===== config.mk =====
export PLATFORM = sky130hd
export DESIGN_NAME = sub_serial
export DESIGN_NICKNAME = d
export VERILOG_FILES = /design/src/rtl/sub_serial.sv
export SDC_FILE = /design/constraint.sdc
export NUM_CORES = 1
export LEC_CHECK = 0
export BUFFER_PORTS_ARGS = -buffer_cell sky130_fd_sc_hd__buf_2
export CORE_MARGIN = 1.5
export CORE_UTILIZATION = 60
export CTS_BUF_LIST = sky130_fd_sc_hd__clkbuf_8
export DETAILED_ROUTE_END_ITERATION = 7
export PLACE_DENSITY_LB_ADDON = 0.25
export REMOVE_ABC_BUFFERS = 1
export SLEW_MARGIN = 40
export SYNTH_ARGS = -nofsm -noshare
export SYNTH_HDL_FRONTEND = slang
export SYNTH_SLANG_ARGS = --single-unit
export TNS_END_PERCENT = 5

===== constraint.sdc =====
create_clock -name clk -period 4.4 [get_ports clk]
set_input_delay 0.44 -clock clk [delete_from_list [all_inputs] [get_ports clk]]
set_output_delay 0.44 -clock clk [all_outputs]
set_load 0.02 [all_outputs]

===== src/rtl/sub_serial.sv =====
// rtl/sub_serial.sv - bit-serial subtractor, one difference bit per clock, LSB first
module sub_serial #(
   parameter int WIDTH = 4
) (
   input  logic             clk,
   input  logic             rst,
   input  logic             start,
   input  logic [WIDTH-1:0] a,
   input  logic [WIDTH-1:0] b,
   input  logic             bi,
   output logic             busy,
   output logic             done,
   output logic [WIDTH-1:0] d,
   output logic             bo,
   output logic             ovf,
   output logic             zero
);

   localparam int CW = $clog2(WIDTH);

   typedef enum logic [1:0] {S_IDLE, S_RUN, S_DONE} state_t;

   state_t           r_state;
   state_t           w_next;
   logic [WIDTH-1:0] r_a;
   logic [WIDTH-1:0] r_b;
   logic [WIDTH-1:0] r_acc;
   logic             r_br;
   logic [CW-1:0]    r_cnt;
   logic [WIDTH-1:0] r_d;
   logic             r_bo;
   logic             r_ovf;
   logic             r_zero;
   logic             w_bit;
   logic             w_br_next;
   logic             w_last;
   logic [WIDTH-1:0] w_diff;

   // Operands shift right so bit 0 is always the bit being resolved; on the
   // last step bit 0 holds the original MSBs used for overflow.
   assign w_bit     = r_a[0] ^ r_b[0] ^ r_br;
   assign w_br_next = (~r_a[0] & r_b[0]) | (~(r_a[0] ^ r_b[0]) & r_br);
   assign w_diff    = {w_bit, r_acc[WIDTH-1:1]};
   assign w_last    = (r_cnt == CW'(WIDTH - 1));

   always_ff @(posedge clk or posedge rst) begin
      if (rst) r_state <= S_IDLE;
      else     r_state <= w_next;
   end

   always_comb begin
      w_next = r_state;
      case (r_state)
         S_IDLE:  if (start) w_next = S_RUN;
         S_RUN:   if (w_last) w_next = S_DONE;
         S_DONE:  w_next = S_IDLE;
         default: w_next = S_IDLE;
      endcase
   end

   always_ff @(posedge clk or posedge rst) begin
      if (rst) begin
         r_a    <= '0;
         r_b    <= '0;
         r_acc  <= '0;
         r_br   <= 1'b0;
         r_cnt  <= '0;
         r_d    <= '0;
         r_bo   <= 1'b0;
         r_ovf  <= 1'b0;
         r_zero <= 1'b0;
      end else if (r_state == S_IDLE && start) begin
         r_a   <= a;
         r_b   <= b;
         r_br  <= bi;
         r_cnt <= '0;
      end else if (r_state == S_RUN) begin
         r_a   <= r_a >> 1;
         r_b   <= r_b >> 1;
         r_br  <= w_br_next;
         r_acc <= w_diff;
         r_cnt <= r_cnt + 1'b1;
         // Visible results change only here, when the final bit resolves.
         if (w_last) begin
            r_d    <= w_diff;
            r_bo   <= w_br_next;
            r_ovf  <= (r_a[0] ^ r_b[0]) & (w_bit ^ r_a[0]);
            r_zero <= (w_diff == '0);
         end
      end
   end

   assign busy = (r_state != S_IDLE);
   assign done = (r_state == S_DONE);
   assign d    = r_d;
   assign bo   = r_bo;
   assign ovf  = r_ovf;
   assign zero = r_zero;

endmodule


## Word level (Yosys, flattened, before mapping)

Index checks and enable logic that the tools add are counted.
Widths: inputs -> output; s select.

- $add $sub $neg: 1
- $mul: 0
- Div/mod/pow operators: 0
- Order comparisons: 0
- Eq/ne operators: 5
- Shift operators: 0
- Multiplexer cells: 11
- Bitwise gates (word level): 10
- Reductions and logical operators: 8

Operator list:

| cell | count |
|---|---|
| $mux 4 | 4 |
| $mux 2 | 4 |
| $eq 2x2->1 const B | 2 |
| $logic_not 4->1 | 1 |
| $ne 2x2->1 const B | 2 |
| $pmux 2 s2 | 1 |
| $reduce_and 2->1 | 2 |
| $reduce_bool 2->1 | 2 |
| $and 1x1->1 | 3 |
| $not 1->1 | 3 |
| $reduce_and 3->1 | 1 |
| $xor 1x1->1 | 3 |
| $add 2x1->2 const B | 1 |
| $eq 2x1->1 const B | 1 |
| $logic_not 2->1 | 1 |
| $mux 1 | 2 |
| $logic_and 1x1->1 | 1 |
| $or 1x1->1 | 1 |

- Bits in registers: 24
- Latch bits: 0
- Memory bits (writable): 0
- ROM bits: 0
- Bits of input ports: 12
- Output and inout bits: 9
- Word-level logic and storage cells: 45
- Memories: 0

## Longest topological paths before layout

- Depth after elaboration: 6
- Gate-level depth with buffers: 5
- Mapped depth without buffers: 4

## Least setup slack after synthesis

Ideal clock, no wire load.

- Path type: register to register
- From: register r_a[0]
- To: register r_zero (netlist: zero)
- Library setup time: 0.083 ns
- Arrival: 1.498 ns
- Data required time: 4.317 ns
- Path slack: 2.820 ns
- Cell stages (with the launch flop): 5
- Buffers on the path: 0
- Period minus slack after synthesis: 1.580 ns
- Path through: dfrtp_1 inv_1 fa_1 or4b_1 o21ai_0

- Cells in the longest elaborated chain, start to end: 3

RTL lines:

| item | RTL line | text |
|---|---|---|
| from (decl) | 25 | `logic [WIDTH-1:0] r_a;` |
| from (signal assigned) | 78 | `r_a <= r_a >> 1;` |
| $xor 1x1->1 (2 in a row) | 41 | `assign w_bit = r_a[0] ^ r_b[0] ^ r_br;` |
| $logic_not 4->1 | 88 | `r_zero <= (w_diff == '0);` |
| to (signal assigned) | 88 |  |
| to (decl) | 33 | `logic r_zero;` |

No other way between the ends.
A chain may end at the register's enable or synchronous reset.

## Worst setup path after layout

- From: register r_state[1]
- To: output port done

- Cells in the longest elaborated chain, start to end: 1

RTL lines:

| item | RTL line | text |
|---|---|---|
| from (decl) | 23 | `state_t r_state;` |
| from (signal assigned) | 48 | `else r_state <= w_next;` |
| $eq 2x2->1 | 94 | `assign done = (r_state == S_DONE);` |
| to (decl) | 12 | `output logic done,` |

No other way between the ends.

==> qor.yml <==
status: "complete, no violations"
fin_cells: 129
start_kind: "register"
insertion_delay_ps: 270
dpl.hpwl_mm: 1.35
worstRegToRegCells: 4
ctsResizeCount: 0
crit_arrival_ps: 1340
pre_cts_ws_ps: 2670
n_antenna_cell: 0
grt_max_degree: 24
fin_skew_ps: 6.23
fmax_ghz: 0.561
timing.final.hold_violations: 0
ir_drop_mv: 0.415
cts_made_buffers: 3
ys_warn_count: 0
drt-initial-drc-count: 5
rsz0062_at_grt: "false"
ant_nets: 0
die-area_um2: 1980
r2r-end: "zero"
area_growth_pct: 12.8
rows: 14
grt_pass1_vias: 759
ys_seq_elements: 23
layout_setup_ws_ps: 2620
max-clock-path-buffers: 2
power_leakage_uw: 0.000568
io-pin-count: 21
grt_pass1_wl_mm: 3.18
ctsHoldBuffers: 0
wl_per_cell_um: 15.4
cap_violations: 0
worstPathMaxFanout: 10
slew_violations: 0
gp_congestion: 0.744
finalWorstPathRequiredPeriod_ps: 1780
setup_tns_ps: 0
r2r-start: "r_a[0]"
via_per_inst: 6.09
clkSinkCount: 23
timing.hold.ws_ps: 182
drt-pass1-iter-count: 4
initial_core_util: 0.663
final_cell_mix: "dfrtp_1 (23), buf_2 (20), o22ai_1 (14)"
io_buffer_count: 20
nets: 129
syn_inst: 94
crit_type: "reg -> out"
overflow: 0
powerDensity_nw_per_um2: 766
mostFrequentLayoutCell: "dfrtp_1"
slew_headroom: 0.664
finalSetupViolCount: 0
cts_tree: "done"
die_width_um: 44.5
hold_class: "in -> async"
yosysUniqueCellTypes: 22
crit_start: "r_state[1]"
worst_pin_slew_ps: 502
syn_area_per_cell_um2: 11.0
post_cts_buffers: 0
route.detailed.drc: 0
synth_area_um2: 1030
clkSlewWorstSetupHoldPaths_ps: 80
antenna_found_initial: 0
track_usage: 0.224
fp.dieH_um: 44.5
ys_seq_area_frac: 0.557
drive_gt1_frac: 0.265
rrSetupSlack_ps: 2650
routed_wirelength_mm: 1.98
dpl.cell_count: 125
min_period_over_period: 0.405
num_vias: 786
cts-root-buf: "clkbuf_8"
core_um2: 1560
end_kind: "output port"
htree_levels: 1
required_ps: 3960
[power by group]
part	internal [uW]	switching, uW	leakage, uW	total [uW]
sequential	311	81.0	0.000281	392
clock	62.4	66.8	0.0000269	129
combinational	165	207	0.000260	372
total	538	355	0.000568	893
[synth_stat cells]
master     n  area share
dfrtp_1   23        0.56
o22ai_1   14       0.085
o21ai_0   11       0.053
a21oi_1    8       0.039
nand2_1    7       0.025
inv_1      4       0.015
mux2_2     3       0.033
mux2_4     3       0.044
nor2_1     3       0.011
buf_2      2      0.0097
clkinv_1   2      0.0073
ha_1       2       0.024
nand2b_1   2       0.012
nor2b_1    2       0.012
buf_4      1      0.0073
buf_6      1       0.011
clkbuf_1   1      0.0036
fa_1       1       0.019
nand3b_1   1      0.0073
o31ai_1    1      0.0073
or4b_1     1      0.0097
xnor2_1    1      0.0085
[registers in the layout, summed over array words and instances, names as in the netlist]
name	flops
zero	1
r_a	4
bo	1
r_br	1
r_cnt	2
r_state	2
d	4
ovf	1
r_b	4
r_acc	3
[layout make-up]
| class | instances | area [um^2] |
|---|---|---|
| multi-input combinational | 60 | 403 |
| fill | 107 | 393 |
| inverter | 6 | 22.5 |
| sequential | 23 | 576 |
| tap | 16 | 20.0 |
| clock inverter | 1 | 3.75 |
| clock buffer | 3 | 41.3 |
| timing repair buffer | 20 | 100 |
[through the flow]
stage / cell area (um^2) / power (uW) / util
3_5_place_dp: 1120 / 766 / 0.719
4_1_cts: 1170 / 899 / 0.748
5_1_grt: 1170 / 955 / 0.748
3_3_place_gp: 1120 / 744 / 0.719
6_report: 1170 / 893 / 0.748
2_1_floorplan: 1000 / 655 / -
[worst max path at each step]
stage | end | depth (start not counted)
finish | done | 3
global route | done | 3
CTS | done | 3
detailed placement | zero | 4
global placement | zero | 4
floorplan | zero | 4
[logic make-up (layout without fill, tap and decap cells)]
| kind of cell | Yosys count | in the layout | synth area share |
|---|---|---|---|
| compound gates | 34 | 34 | 0.184 |
| xor+xnor | 1 | 1 | 0.00848 |
| fa+ha+maj | 3 | 3 | 0.0436 |
| buf+inv | 11 | 30 | 0.0533 |
| flops | 23 | 23 | 0.557 |
| mux | 6 | 6 | 0.0763 |
| simple gates | 16 | 16 | 0.0775 |
[routing by layer]
metal,wire length [um],GRT usage
met1,872,0.278
met2,1010,0.377
met3,63,0.0367
met4,40,0.109
met5,0,0
[critical path, cell delays in order (launching register included)]
cell      delay [ps]
dfrtp_1          480
clkinv_1         280
nor2_1           140
buf_2            170
(Power assumes the default switching activity.)
